**src/rtl/uart_tx_frame.sv**
```systemverilog
// -----------------------------------------------------------------------------
// uart_tx_frame
//
// Transmit-side UART framer. It accepts one parallel word through a valid/busy
// handshake and serialises it LSB-first:
//   start bit (0), data bits, optional parity bit, stop bit(s) (1).
// Each bit is held for Prescale CLK cycles, using the same oversampled clock
// as the receive path. Prescale = 0 is treated as 1 cycle per bit.
//
// Configuration macro:
//   UART_TX_STOP2_EN  defined   -> two stop bits (2*Pc cycles of idle-high)
//                     undefined -> one stop bit
//
// Ports:
//   CLK         in   oversampled clock
//   RST         in   asynchronous, active-low reset
//   P_DATA      in   word to transmit (DATA_WIDTH bits)
//   Data_Valid  in   request; accepted only while Busy = 0
//   PAR_EN      in   1 = append parity bit
//   PAR_TYP     in   0 = even parity, 1 = odd parity
//   Prescale    in   CLK cycles per bit (PRESCALE_WIDTH bits)
//   TX_OUT      out  serial line, idle high, driven from a flop
//   Busy        out  frame in progress, driven from a flop
// -----------------------------------------------------------------------------
`timescale 1ns/1ps

module uart_tx_frame #(
    parameter int DATA_WIDTH     = 8,
    parameter int PRESCALE_WIDTH = 6
) (
    input  logic                      CLK,
    input  logic                      RST,
    input  logic [DATA_WIDTH-1:0]     P_DATA,
    input  logic                      Data_Valid,
    input  logic                      PAR_EN,
    input  logic                      PAR_TYP,
    input  logic [PRESCALE_WIDTH-1:0] Prescale,
    output logic                      TX_OUT,
    output logic                      Busy
);

    localparam int                IDX_W    = $clog2(DATA_WIDTH);
    localparam logic [IDX_W-1:0]  LAST_IDX = IDX_W'(DATA_WIDTH - 1);

    typedef enum logic [2:0] {
        IDLE,
        START,
        DATA,
        PARITY,
        STOP
    } state_t;

    state_t                    state, state_nxt;
    logic [PRESCALE_WIDTH-1:0] cnt, cnt_nxt;
    logic [PRESCALE_WIDTH-1:0] pc_last, pc_last_nxt;   // captured Prescale minus one
    logic [IDX_W-1:0]          bit_idx, bit_idx_nxt;
    logic [DATA_WIDTH-1:0]     shadow, shadow_nxt;
    logic                      par_en, par_en_nxt;
    logic                      par_typ, par_typ_nxt;
    logic                      tx_nxt, busy_nxt;
    logic                      bit_done;
`ifdef UART_TX_STOP2_EN
    logic                      stop_second, stop_second_nxt;  // in second stop bit
`endif

    assign bit_done = (cnt == pc_last);

    // NOTE: every signal written here gets a default first, so no path can
    // leave one unassigned and infer a latch.
    always_comb begin
        state_nxt   = state;
        cnt_nxt     = cnt;
        pc_last_nxt = pc_last;
        bit_idx_nxt = bit_idx;
        shadow_nxt  = shadow;
        par_en_nxt  = par_en;
        par_typ_nxt = par_typ;
`ifdef UART_TX_STOP2_EN
        stop_second_nxt = stop_second;
`endif
        tx_nxt      = 1'b1;
        busy_nxt    = 1'b0;

        // Bit timer free-runs 0..Pc-1 whenever a frame is in progress.
        if (state != IDLE) begin
            cnt_nxt = bit_done ? '0 : cnt + 1'b1;
        end

        case (state)
            IDLE: begin
                if (Data_Valid) begin
                    state_nxt   = START;
                    shadow_nxt  = P_DATA;
                    par_en_nxt  = PAR_EN;
                    par_typ_nxt = PAR_TYP;
                    // Prescale of 0 behaves as 1, so both map to a last count of 0.
                    pc_last_nxt = (Prescale == '0) ? '0 : Prescale - 1'b1;
                    cnt_nxt     = '0;
                    bit_idx_nxt = '0;
`ifdef UART_TX_STOP2_EN
                    stop_second_nxt = 1'b0;
`endif
                end
            end
            START: begin
                if (bit_done) begin
                    state_nxt   = DATA;
                    bit_idx_nxt = '0;
                end
            end
            DATA: begin
                if (bit_done) begin
                    if (bit_idx == LAST_IDX) begin
                        state_nxt = par_en ? PARITY : STOP;
                    end else begin
                        bit_idx_nxt = bit_idx + 1'b1;
                    end
                end
            end
            PARITY: begin
                if (bit_done) begin
                    state_nxt = STOP;
                end
            end
            STOP: begin
                if (bit_done) begin
`ifdef UART_TX_STOP2_EN
                    if (!stop_second) begin
                        stop_second_nxt = 1'b1;
                    end else begin
                        stop_second_nxt = 1'b0;
                        state_nxt       = IDLE;
                    end
`else
                    state_nxt = IDLE;
`endif
                end
            end
            default: begin
                state_nxt = IDLE;
            end
        endcase

        // Outputs are decoded from the next state so that, once registered,
        // the line changes on the same edge as the state (zero latency).
        case (state_nxt)
            START: begin
                tx_nxt   = 1'b0;
                busy_nxt = 1'b1;
            end
            DATA: begin
                tx_nxt   = shadow_nxt[bit_idx_nxt];
                busy_nxt = 1'b1;
            end
            PARITY: begin
                tx_nxt   = (^shadow_nxt) ^ par_typ_nxt;
                busy_nxt = 1'b1;
            end
            STOP: begin
                tx_nxt   = 1'b1;
                busy_nxt = 1'b1;
            end
            default: begin
                tx_nxt   = 1'b1;
                busy_nxt = 1'b0;
            end
        endcase
    end

    // NOTE: sequential state uses non-blocking assignments so every flop
    // samples the pre-edge values, independent of statement order.
    always_ff @(posedge CLK or negedge RST) begin
        if (!RST) begin
            state   <= IDLE;
            cnt     <= '0;
            pc_last <= '0;
            bit_idx <= '0;
            // NOTE: the shadow word is a handful of flops, so it is reset with
            // everything else; it is reloaded on every acceptance anyway.
            shadow  <= '0;
            par_en  <= 1'b0;
            par_typ <= 1'b0;
`ifdef UART_TX_STOP2_EN
            stop_second <= 1'b0;
`endif
            TX_OUT  <= 1'b1;
            Busy    <= 1'b0;
        end else begin
            state   <= state_nxt;
            cnt     <= cnt_nxt;
            pc_last <= pc_last_nxt;
            bit_idx <= bit_idx_nxt;
            shadow  <= shadow_nxt;
            par_en  <= par_en_nxt;
            par_typ <= par_typ_nxt;
`ifdef UART_TX_STOP2_EN
            stop_second <= stop_second_nxt;
`endif
            TX_OUT  <= tx_nxt;
            Busy    <= busy_nxt;
        end
    end

endmodule
```
**config.mk**
```make
export PLATFORM = sky130hd
export DESIGN_NAME = uart_tx_frame
export DESIGN_NICKNAME = d
export VERILOG_FILES = /design/src/rtl/uart_tx_frame.sv
export SDC_FILE = /design/constraint.sdc
export NUM_CORES = 1
export LEC_CHECK = 0
export ABC_AREA = 1
export CORE_MARGIN = 2
export CORE_UTILIZATION = 40
export DETAILED_ROUTE_END_ITERATION = 12
export DONT_BUFFER_PORTS = 1
export HOLD_SLACK_MARGIN = 0.06
export PLACE_DENSITY = 0.64
export SLEW_MARGIN = 20
export SYNTH_ARGS = -nofsm -noshare
export SYNTH_HDL_FRONTEND = slang
export SYNTH_SLANG_ARGS = --single-unit
export TNS_END_PERCENT = 1
```
**constraint.sdc**
```tcl
create_clock -name CLK -period 2 [get_ports CLK]
set_input_delay 0.4 -clock CLK [delete_from_list [all_inputs] [get_ports CLK]]
set_output_delay 0.4 -clock CLK [all_outputs]
set_load 0.03 [all_outputs]
```
==> results by stage <==
Setup path:
- The critical path capture point type is a flip-flop.
- Measured in cells, the most critical reg-to-reg path has a length of 16.
- The maximum fanout along the worst path is 6.
- Counting stages on the worst path, the most repeated cell is nand2_1.
- The data required time of the critical path is 2.22 ns.
- In this design, the stage delay of the slowest critical-path cell is 0.43 ns.
- Walking the worst path, the cells encountered are nor2_4 > nand2_4 > nor2_8 > buf_12 > buf_4 > o21ai_4 > nand2_2 > nand2_2 > nand2_1 > nand3_2 > nand2_1 > nand2_1 > nand3_1 > nand2_1 > inv_1 > nand2_1.
- The buffering stage count on the worst path with inverters included is 3.
- The worst endpoint data arrival time is approximately 2.1 ns.
- STA classifies the critical path startpoint as a flip-flop.
- The endpoint identified for the worst register-to-register timing path is TX_OUT$_DFF_PN1_.
- The critical path start-end classification is reg2reg.
- For flop-to-flop paths, the worst setup slack is about 0.14 ns.
- The beginning of the worst register-to-register path is state[0]$_DFF_PN0_.
- The slowest stage cell on the critical path is dfrtp_1.
- The family with the most delay on the worst path is simple AND/OR/NAND/NOR gates.

Floorplan:
- The core outline area is roughly 4800 sq um.
- The initial utilization of the core area, before any placement, comes to 0.4189.
- In this run the count of I/O pins placed on the die edge is 21.
- In this run the vertical extent of the chip is approximately 75 microns.
- The die area is between 5000 and 6000 sq um.
- In this run the horizontal extent of the chip is between 70 and 80 microns.
- The floorplan has 25 rows.

GRT:
- The overall routing resource usage is 0.1762.
- For this run the aggregate overflow at the end of global routing stands at 0.
- Entering global routing, the biggest net connects 31 pins.
- The number of global-route vias before repair is 1,731.
- The first global-routing pass estimated 7.424 mm of wire.
- The initial antenna violation count is 0.

Routing:
- The post-route antenna net violation count is 0.
- The first TritonRoute pass finished after 4 iterations.
- The routed design has 4.602 mm of wire.
- For this run, design rule violations remaining after detail routing come to 0.
- The average wire per standard cell is between 10 and 15 microns.
- The total number of vias is about 1,800.
- The initial detailed-routing violation count is between 80 and 90.
- In the routed layout, each cell is associated on average with a via count of about 4.9.

Clock tree:
- Clock tree synthesis selected as its root buffer the cell clkbuf_8.
- TritonCTS built the clock tree.
- The later pin in the worst-skew pair is clocked with a latency of approximately 0.29 ns.
- Clock tree synthesis found a total of 30 sinks.
- The H-tree level count is 2.
- Counting the buffers created by CTS gives 5.
- The maximum clock path buffer count is 2.
- The clock-pin slew of the registers on the worst-case setup and hold paths is ~0.060 ns.

Placement:
- Before CTS, the worst setup slack after placement is roughly 0.074 ns.
- The total instance count after detailed placement is ~350.
- The number of input and output port buffers inserted is 0.
- The HPWL after detailed placement is 3.202 mm.
- At the end of routability-driven placement, the weighted congestion stood at between 0.8 and 0.9.

STA:
- The final total negative setup slack is 0 ns.
- The clock period minus final worst setup slack is 1.856 ns.
- The fraction of the cycle the final worst path needs is 0.9280.
- The number of max-slew violations in the final report is 0.
- Headroom to the max-slew limit came out at 0.7211.
- The count of final hold-check violations is 0.
- For this run, the top clock speed supported by timing is between 0.5 and 0.6 GHz.
- The final worst slack is about 0.14 ns.
- For the pin with the worst max-slew slack, the measured transition is 0.4151 ns.
- The setup violation total in the final timing report is 0.
- The clock arrives with around 0.0076 ns of skew.

Synth:
- The net count of the mapped netlist is 300.
- In this run, distinct cell masters in the synthesized netlist total 31.
- For this run, the register share of the synthesized area comes to 0.3775.
- Averaged over all synthesized cells, the footprint is between 7 and 8 sq um.
- The mapped netlist covers about 2000 sq um.
- During synthesis, Yosys emitted a total of 0 warnings.
- After technology mapping, the gate count stands at ~280.
- Counting flops and latches in the post-synthesis netlist gives 30.

Hold path:
- The worst min-delay path category is in2reg.
- The cell depth of the worst hold path is 1.
- In this run the most critical hold path is launched from Prescale[0].
- The worst hold path terminates at pc_last[0]$_DFFE_PN0P_.

Finish:
- In the final layout, the share of cells above drive strength 1 is 0.2459.
- Once layout is complete, the utilization of the core stands at 0.5103.
- The final layout contains between 300 and 400 nets.
- The post-route non-filler standard cell count is approximately 370.
- The count of inserted antenna diode cells is 0.
- The signed area change from the synthesized netlist to the final layout is 21.80%.

Run status:
- The run finished with clean final reports.

Power and ir drop:
- In this run the static leakage power is between 0.001 and 0.0015 uW.
- For this design the ratio of total power to cell area is around 1600 nW/um^2.
- The worst-case IR drop observed on VDD is about 740 uV.
- The design draws 3909 uW.

Job:
- The number of max-capacitance violations reported is 0.
## layout make-up
type	count	area (sq um)
clock buffer	8	90.09
fill	471	2328
inverter	42	157.7
multi-input combinational	201	1117
sequential	30	754.5
tap	67	83.83
timing repair buffer	24	222.7
## cells in the mapped netlist (all sizes together)
cell | n | area, sq um
nor3 | 4 | 20.02
dfstp | 1 | 26.28
a21oi | 4 | 20.02
o22ai | 6 | 37.54
inv | 42 | 157.6
ha | 4 | 50.05
nand3 | 34 | 175.2
dfrtp | 29 | 725.7
xor2 | 5 | 43.79
a2bb2oi | 1 | 8.760
buf | 3 | 36.28
nand2 | 97 | 401.6
nand4 | 5 | 31.28
or2 | 1 | 6.260
clkbuf | 1 | 13.76
o21ai | 14 | 96.34
xnor2 | 2 | 17.52
a22oi | 2 | 15.01
nor2 | 22 | 108.9
## worst max path at each step
stage               cells past startpoint               start          endpoint
finish                                 16  state[0]$_DFF_PN0_  TX_OUT$_DFF_PN1_
floorplan                              17  state[2]$_DFF_PN0_  TX_OUT$_DFF_PN1_
detailed placement                     15    cnt[0]$_DFF_PN0_  TX_OUT$_DFF_PN1_
global placement                       16    cnt[0]$_DFF_PN0_  TX_OUT$_DFF_PN1_
CTS                                    15    cnt[0]$_DFF_PN0_  TX_OUT$_DFF_PN1_
global route                           16    cnt[4]$_DFF_PN0_  TX_OUT$_DFF_PN1_
## report_power, final
| part | total, uW | leakage [uW] | internal (uW) | switching, uW |
|---|---|---|---|---|
| registers | 1070 | 0.000372 | 877 | 190 |
| clock network | 501 | 0.0000455 | 280 | 221 |
| logic | 2340 | 0.000864 | 951 | 1390 |
## kinds of logic after synthesis
family / Yosys count / synth area share
AOI/OAI and AO/OA: 27 / 0.08920
xor gates and xnor gates: 7 / 0.03078
adders and majority gates: 4 / 0.02513
buffers and inverters: 46 / 0.1043
DFF: 30 / 0.3775
and+or+nand+nor: 163 / 0.3731
## timing repair
item	in CTS	in global routing
gates resized for setup	0	31
buffers inserted	0	15
hold buffers	2	0
endpoints found under the setup margin	0	2
endpoints found under the hold margin	30	0
## state kept, by name (all words and copies together), names as in the netlist
| register | count |
|---|---|
| state | 3 |
| bit_idx | 3 |
| par_typ | 1 |
| par_en | 1 |
| cnt | 6 |
| pc_last | 6 |
| Busy | 1 |
| TX_OUT | 1 |
| shadow | 8 |
## metrics by stage
step	cell area (sq um)	hold WS, ns
detailed placement	2086	0.1052
global route	2426	0.2160
CTS	2206	0.2035
floorplan	1992	0.1044
global placement	2086	0.1051
finish	2426	0.2047
## worst register-to-register path, delay by kind of cell (launching register included)
| kind | cells | cell delay [ns] |
|---|---|---|
| DFF | 1 | 0.43 |
| and+or+nand+nor | 12 | 1.02 |
| buffers and inverters | 3 | 0.29 |
| AOI/OAI and AO/OA | 1 | 0.06 |
## routing by layer
layer | part of all wire | track usage
met3 | 0.045 | 0.03930
met1 | 0.46 | 0.2255
met2 | 0.46 | 0.2802
met5 | 0 | 0
met4 | 0.036 | 0.08929
## cell usage in the layout, fill, tap and decap left out, types with 2 or more instances in the layout
master,netlist,final
nor2_4,1,2
buf_4,0,18
ha_1,4,4
xor2_1,5,5
o21ai_4,1,2
o22ai_1,6,6
o21ai_1,1,2
dfrtp_2,0,2
o21ai_0,8,7
nor2_2,1,4
nand2_4,2,4
xnor2_1,2,2
a21oi_1,4,4
nor3_1,4,4
nand2_2,9,12
nand2_1,86,81
buf_6,1,2
o21ai_2,4,3
clkbuf_1,0,2
inv_2,4,6
nand4_1,5,5
nor2_1,19,15
dfrtp_1,29,27
nand3_2,1,8
nand3_1,33,26
inv_1,38,36
buf_12,1,2
clkbuf_8,1,6
(Power assumes the default switching activity.)
